--- src/rtl/qdrc_phy_autocal.sv ---
// qdrc_phy_autocal: per-lane QDR read-capture IDELAY sweep and window centring.
// Define QDRC_AUTOCAL_FALL_CHECK_EN to also require qdr_q_fall==0 for a passing tap.
module qdrc_phy_autocal #(
  parameter int DATA_WIDTH   = 36,
  parameter int ADDR_WIDTH   = 21,
  parameter int TAPS         = 32,
  parameter int READ_LATENCY = 10,
  parameter int SETTLE       = 8,
  localparam int BW = (DATA_WIDTH > 1) ? $clog2(DATA_WIDTH) : 1
) (
  input  logic                  clk,
  input  logic                  reset,
  input  logic                  cal_start,
  output logic                  cal_busy,
  output logic                  cal_done,
  output logic                  cal_fail,
  output logic [BW-1:0]         cal_bit,
  output logic [ADDR_WIDTH-1:0] qdr_sa,
  output logic                  qdr_w_n,
  output logic                  qdr_r_n,
  output logic [DATA_WIDTH-1:0] qdr_d_rise,
  output logic [DATA_WIDTH-1:0] qdr_d_fall,
  input  logic [DATA_WIDTH-1:0] qdr_q_rise,
  input  logic [DATA_WIDTH-1:0] qdr_q_fall,
  output logic [DATA_WIDTH-1:0] dly_en,
  output logic [DATA_WIDTH-1:0] dly_inc_dec_n,
  output logic [DATA_WIDTH-1:0] dly_rst
);
  localparam int TW   = $clog2(TAPS);
  localparam int CMAX = (SETTLE > READ_LATENCY) ? SETTLE : READ_LATENCY;
  localparam int CW   = $clog2(CMAX + 1);
  typedef enum logic [3:0] {
    IDLE, WRITE, RST, WAIT, READ, LAT, SAMPLE, INC, CRST, CINC, NEXT, DONE
  } state_t;
  state_t            r_state, w_next;
  logic [CW-1:0]     r_cnt;
  logic [TW-1:0]     r_tap, r_first, r_last, r_center;
  logic              r_found, r_closed, r_fail;
  logic [BW-1:0]     r_bit;
  logic              w_pass, w_closed_nx, w_settled, w_inc, w_cnt_en;
  logic [TW:0]       w_sum;
  logic [DATA_WIDTH-1:0] w_sel;
`ifdef QDRC_AUTOCAL_FALL_CHECK_EN
  assign w_pass = qdr_q_rise[r_bit] & ~qdr_q_fall[r_bit];
`else
  logic w_unused;
  assign w_unused = ^qdr_q_fall;
  assign w_pass   = qdr_q_rise[r_bit];
`endif
  // A fail after the first passing run closes the window for the rest of the sweep
  assign w_closed_nx = r_closed | (r_found & ~w_pass);
  assign w_settled   = r_cnt >= CW'(SETTLE);
  assign w_inc       = (r_state == INC) || (r_state == CINC && w_settled && r_tap != r_center);
  assign w_cnt_en    = (r_state == WAIT) || (r_state == LAT) || (r_state == CINC && !w_settled);
  assign w_sum       = {1'b0, r_first} + {1'b0, r_last};
  assign w_sel       = DATA_WIDTH'(1) << r_bit;
  assign dly_en        = w_inc ? w_sel : '0;
  assign dly_inc_dec_n = w_inc ? w_sel : '0;
  assign dly_rst       = (r_state == RST || r_state == CRST) ? w_sel : '0;
  assign qdr_sa     = '0;
  assign qdr_w_n    = r_state != WRITE;
  assign qdr_r_n    = r_state != READ;
  assign qdr_d_rise = '1;
  assign qdr_d_fall = '0;
  assign cal_busy   = !(r_state == IDLE || r_state == DONE);
  assign cal_done   = r_state == DONE;
  assign cal_fail   = r_fail;
  assign cal_bit    = r_bit;
  always_comb begin
    w_next = r_state;
    case (r_state)
      IDLE, DONE: w_next = cal_start ? WRITE : r_state;
      WRITE:      w_next = RST;
      RST:        w_next = WAIT;
      WAIT:       w_next = (r_cnt == CW'(SETTLE - 1)) ? READ : WAIT;
      READ:       w_next = (READ_LATENCY > 1) ? LAT : SAMPLE;
      LAT:        w_next = (r_cnt == CW'(READ_LATENCY - 2)) ? SAMPLE : LAT;
      SAMPLE:     w_next = (r_tap != TW'(TAPS - 1) && !w_closed_nx) ? INC : CRST;
      INC:        w_next = WAIT;
      CRST:       w_next = CINC;
      CINC:       w_next = (w_settled && r_tap == r_center) ? NEXT : CINC;
      NEXT:       w_next = (r_bit == BW'(DATA_WIDTH - 1)) ? DONE : RST;
      default:    w_next = IDLE;
    endcase
  end
  always_ff @(posedge clk or posedge reset) begin
    if (reset) begin
      r_state  <= IDLE;
      r_cnt    <= '0;
      r_tap    <= '0;
      r_first  <= '0;
      r_last   <= '0;
      r_center <= '0;
      r_found  <= 1'b0;
      r_closed <= 1'b0;
      r_fail   <= 1'b0;
      r_bit    <= '0;
    end else begin
      r_state <= w_next;
      r_cnt   <= (w_next != r_state) ? '0 : r_cnt + CW'(w_cnt_en);
      case (r_state)
        WRITE: begin
          r_fail <= 1'b0;
          r_bit  <= '0;
        end
        RST: begin
          r_tap    <= '0;
          r_first  <= '0;
          r_last   <= '0;
          r_found  <= 1'b0;
          r_closed <= 1'b0;
        end
        SAMPLE: begin
          if (w_pass && !r_found) begin
            r_first <= r_tap;
            r_last  <= r_tap;
            r_found <= 1'b1;
          end else if (w_pass && !r_closed) r_last <= r_tap;
          r_closed <= w_closed_nx;
        end
        INC:  r_tap <= r_tap + TW'(1);
        // Tap counter is reused to count centring pulses after the line is reset
        CRST: begin
          r_tap    <= '0;
          r_center <= r_found ? w_sum[TW:1] : '0;
          r_fail   <= r_fail | ~r_found;
        end
        CINC: r_tap <= w_inc ? r_tap + TW'(1) : r_tap;
        NEXT: r_bit <= (r_bit == BW'(DATA_WIDTH - 1)) ? r_bit : r_bit + BW'(1);
        default: ;
      endcase
    end
  end
endmodule

--- config.mk ---
export PLATFORM = sky130hd
export DESIGN_NAME = qdrc_phy_autocal
export DESIGN_NICKNAME = d
export VERILOG_FILES = /design/src/rtl/qdrc_phy_autocal.sv
export SDC_FILE = /design/constraint.sdc
export NUM_CORES = 1
export LEC_CHECK = 0
export ABC_AREA = 1
export CAP_MARGIN = 15
export CORE_MARGIN = 2
export CORE_UTILIZATION = 37
export DETAILED_ROUTE_END_ITERATION = 7
export PLACE_DENSITY = 0.8
export SLEW_MARGIN = 20
export SYNTH_ARGS = -nofsm -noshare
export SYNTH_HDL_FRONTEND = slang
export SYNTH_SLANG_ARGS = --single-unit
--- constraint.sdc ---
create_clock -name clk -period 2.6 [get_ports clk]
set_clock_uncertainty 0.15 [all_clocks]
set_input_delay 0.39 -clock clk [delete_from_list [all_inputs] [get_ports clk]]
set_output_delay 0.39 -clock clk [all_outputs]
set_load 0.01 [all_outputs]
# ---- Yosys cells after proc, flatten, opt, wreduce, memory -nomap -nowiden
# Cells that the tools add are included.
dict set report word_totals {
  register_bits 37
  in_bits 75
  out_inout_bits 212
  wordCells 101
}
dict set report op_classes {
  n_addsub 4
  magnitude_cmp 2
  n_eq_ne 24
  shifts 1
  muxes 26
  n_bitwise 5
  reduce_logical 29
}
# operator n
set op_table {}
lappend op_table {{36-bit 2-to-1 mux} 2}
lappend op_table {{4-bit case mux with 10 select lines} 1}
lappend op_table {{1-bit by 6-bit left shift with 36-bit output, first input constant} 1}
lappend op_table {{5-bit 2-to-1 mux} 5}
lappend op_table {{4-bit by 3-bit equality test with 1-bit output, second input constant} 5}
lappend op_table {{4-bit equality test, second input constant} 5}
lappend op_table {{5-bit case mux with 2 select lines} 2}
lappend op_table {{4-bit 2-to-1 mux} 4}
lappend op_table {{5-bit case mux with 3 select lines} 1}
lappend op_table {{6-bit case mux with 2 select lines} 1}
lappend op_table {{4-bit by 2-bit equality test with 1-bit output, second input constant} 2}
lappend op_table {{2-bit AND reduction} 4}
lappend op_table {{1-bit logical AND} 7}
lappend op_table {{6-bit by 7-bit < comparator with 1-bit output, second input constant} 1}
lappend op_table {{5-bit by 5-bit adder with 6-bit output} 1}
lappend op_table {{6-bit by 1-bit adder with 6-bit output, second input constant} 1}
lappend op_table {{1-bit binary-select mux with 6-bit select} 1}
lappend op_table {{6-bit equality test, second input constant} 1}
lappend op_table {{6-bit 2-to-1 mux} 1}
lappend op_table {{2-bit inequality test, second input constant} 3}
lappend op_table {{1-bit case mux with 2 select lines} 3}
lappend op_table {{2-bit nonzero test} 3}
lappend op_table {{2-bit OR reduction} 3}
lappend op_table {{5-bit by 1-bit adder with 5-bit output, second input constant} 1}
lappend op_table {{20 further kinds} 32}

# ---- Longest topological paths before layout
dict set report depth {
  ltp_word 11
  ltp_mapped 16
}

# ---- Least setup slack after synthesis
# No wires, ideal clock.
dict set report synth_path {
  kind {register to output}
  from {reg r_bit[1] (netlist: cal_bit[1])}
  to {out dly_inc_dec_n[25]}
  arrival_ns 1.841
  path_slack_ns 0.219
  path_stages_with_launch 10
  cell_sequence {dfrtp_1 > buf_6 > inv_4 > buf_6 > ha_1 > inv_1 > nor2_1 > nand2_1 > nor3_1 > buf_4}
}
dict set report synth_between {
  elab_chain_cells 2
}
# element line
set synth_lines {}
lappend synth_lines {{start, declared} 39} ;# logic [BW-1:0] r_bit;
lappend synth_lines {{start signal, assigned} 129} ;# NEXT: r_bit <= (r_bit == BW'(DATA_WIDTH - 1)) ? r_bit : r_bit + BW'(1);
lappend synth_lines {{1-bit by 6-bit left shift with 36-bit output} 56} ;# assign w_sel = DATA_WIDTH'(1) << r_bit;
lappend synth_lines {{36-bit 2-to-1 mux} --}
lappend synth_lines {{end, declared} 26} ;# output logic [DATA_WIDTH-1:0] dly_inc_dec_n,
# Every way passes these cells.

# ---- Final worst setup path
dict set report layout_path {
  from {reg r_tap[1]}
  to {out dly_en[18]}
}
dict set report layout_between {
  elab_chain_cells 4
}
# element line
set layout_lines {}
lappend layout_lines {{start, declared} 37} ;# logic [TW-1:0] r_tap, r_first, r_last, r_center;
lappend layout_lines {{start signal, assigned} 121} ;# INC: r_tap <= r_tap + TW'(1);
lappend layout_lines {{start signal, assigned} 128} ;# CINC: r_tap <= w_inc ? r_tap + TW'(1) : r_tap;
lappend layout_lines {{5-bit inequality test} 53} ;# assign w_inc = (r_state == INC) || (r_state == CINC && w_settled && r_tap != r_center);
lappend layout_lines {{1-bit logical AND} 53}
lappend layout_lines {{1-bit logical OR} 53}
lappend layout_lines {{36-bit 2-to-1 mux} 57} ;# assign dly_en = w_inc ? w_sel : '0;
lappend layout_lines {{end, declared} 25} ;# output logic [DATA_WIDTH-1:0] dly_en,
# Every way passes these cells.

==> out/metrics.cfg <==
[synth]
ys_async_sr_fraction_pct=100.0
synth-edff-count=0
ys_seq_area_share_pct=21.33
yosys_warnings=0
synth_cells=669
ys_seq_elements=37
avgSynthCellArea_um2=6.490
synth_cell_type_count=38
synth_top_flop_cell=dfrtp_1
synth_area_um2=4342

[clock_tree]
cts_buffers=5
cts_tree=yes
cts_hold_buf=0
path_clk_slew_ns=0.06
root_buffer=clkbuf_16
cts.sinks=37
cts.path.max_buffers=2
htree_levels=2
clk_latency_ns=0.28

[floorplanning]
dieArea_um2=12620
floorplan.initialDensity_pct=38.02
core_um2=11420
rows=39
die_h_um=112.3
ioPinCount=287
die_x_um=112.3

[worst_setup_path]
end_kind=primary output
critPathMaxStageDelay_ns=0.39
slowest_stage=dfrtp_1
cp_max_fo=6
path_class=reg -> out
rr_worst_depth=15
cp_cell_sequence=inv_2 > nor2_2 > nor4_2 > o2111ai_2 > nand2_2 > inv_2 > nor2_4 > buf_6 > buf_16 > nor3_2 > buf_2
rr_startpoint=cal_bit[3]
rrSetupSlack_ns=0.20
crit_end=dly_en[18]
critical-path-top-delay-family=simple AND/OR/NAND/NOR gates
cp_common_cell=inv_2
start_kind=register
crit_buf_inv=5
regToRegEndpoint=r_cnt[2]
path_depth=11
cp.arrival_ns=2.12
worstPathRequired_ns=2.06
startpoint=r_tap[1]

[sta]
worst_slack_ns=-0.05545
finalSetupViolCount=70
period_minus_slack_ns=2.655
hold_viol=0
max_freq_mhz=376.6
fin_crit_sh_pct=102.1
holdWs_ns=0.3674
rsz0062_at_grt=yes
slew_viol_final=0

[place]
io_buffers=157
dp_hpwl_mm=9.654
dpl_cell_area_um2=5685
gp_congestion=0.9262
place_ws_ns=-0.1017

[routing]
vias=4460
drt_drc_violations_left=1
wl_per_cell_um=12.94
drt_iter0_drc=324
dr.pass1.iters=8
viasPerCell=4.519
wl_mm=12.77
antenna_left=0

[pwr]
ir_worst_vdd_mv=0.3131
powerDensity_nw_per_um2=339.0
power_leakage_nw=3.704

[layout]
regArea_um2=929.6
drive_above_1_share_pct=29.27
n_antenna_cell=0
layout_commonest_cell=nand2_1
nets=933
fill_cells=1071
final_cell_mix=116 x nand2_1, 93 x conb_1, 91 x inv_1
design_area_um2=6265
area_growth_pct=44.29
multi_input_area_um2=2584
fin_util_pct=54.87

[job]
cap_viol_max_count=0

[global_route]
overflow=0
grt_pass1_vias=4068
grt_pass1_wl_mm=19.19
antenna_found_initial=0
grtUsageTotal_pct=18.32
grt_max_degree=38

[hold_path]
hp-class=in -> async

[outcome]
violations=DRC, setup timing
status=complete, but fails checks

-- metrics by stage --
stage,instances,total power [W],TNS (ns)
6_report,987,0.002124,-2.612
5_1_grt,987,0.002251,-13.59
4_1_cts,983,0.002094,-0.2870
3_5_place_dp,956,0.001455,-1.248
3_3_place_gp,956,0.001447,-0.4552
2_1_floorplan,760,0.001283,0
-- sequential cells by signal, indices dropped and copies added (netlist names) --
register	count
cal_bit	6
cal_fail	1
r_center	5
r_closed	1
r_cnt	4
r_first	5
r_found	1
r_last	5
r_state	4
r_tap	5
-- cell families after synthesis --
logic type,Yosys count,share of synthesized area [%]
simple gates,300,30.23
buf+inv,252,34.15
compound gates,54,7.522
flops,37,21.33
fa+ha+maj,15,4.496
mux,5,1.297
xor+xnor,4,0.8071
other cells,2,0.1730
-- metal layers --
layer / GRT usage [%] / up-vias / part of all wire (%)
met3: 3.402 / 14 / 7.0
met4: 5.122 / 0 / 1.4
met2: 34.54 / 186 / 54
met1: 21.07 / 2060 / 38
li1: - / 2200 / -
met5: 0 / - / 0
-- cell usage after synthesis (7+ instances only) --
master   number  area [um^2]
nor3_1       24        120.1
o21ai_0      20        100.1
buf_4       132        991.0
a21oi_1      14        70.07
dfrtp_1      37        925.9
nand3_1      27        135.1
nand2_2       7        43.79
o21ai_2       7        61.31
buf_2         7        35.03
nand2_1     120        450.4
inv_2         7        26.28
nor2_1       95        356.6
ha_1         14        175.2
nand4_1      13        81.33
inv_1        97        364.1
-- power by group --
part / leakage (nW) / switching, W / internal [W]
clock network: 0.0706 / 0.000227 / 0.000352
logic: 3.13 / 0.000572 / 0.000349
registers: 0.505 / 0.0000178 / 0.000606
total: 3.70 / 0.000817 / 0.00131
-- cell type report --
| type | instances | share of cell area [%] |
|---|---|---|
| inverters | 105 | 6.391 |
| multi-input cells | 471 | 41.24 |
| flip-flops and latches | 37 | 14.84 |
| repair inverters | 1 | 0.1198 |
| clock buffers | 6 | 2.057 |
| repair buffers | 222 | 32.33 |
| well taps | 143 | 2.856 |
| clock inverters | 2 | 0.1598 |
-- tightest hold or removal path: cells and delay by family --
family / cells / cell delay, ns
buffers and inverters: 3 / 0.85
-- repair_timing --
action | in CTS | in global routing
gates cloned | 5 | 0
gates resized for setup | 354 | 96
setup endpoints to repair | 107 | 101
pin swaps | 6 | 7
setup buffers | 14 | 4
-- worst min path at each step --
stage,start,cells after the start,endpoint
6_report,reset,3,r_cnt[2]
3_5_place_dp,r_first[4],1,r_first[4]
5_1_grt,r_first[4],1,r_first[4]
4_1_cts,r_first[4],1,r_first[4]
3_3_place_gp,r_first[4],1,r_first[4]
2_1_floorplan,r_first[2],1,r_first[2]
(Power assumes the default switching activity.)
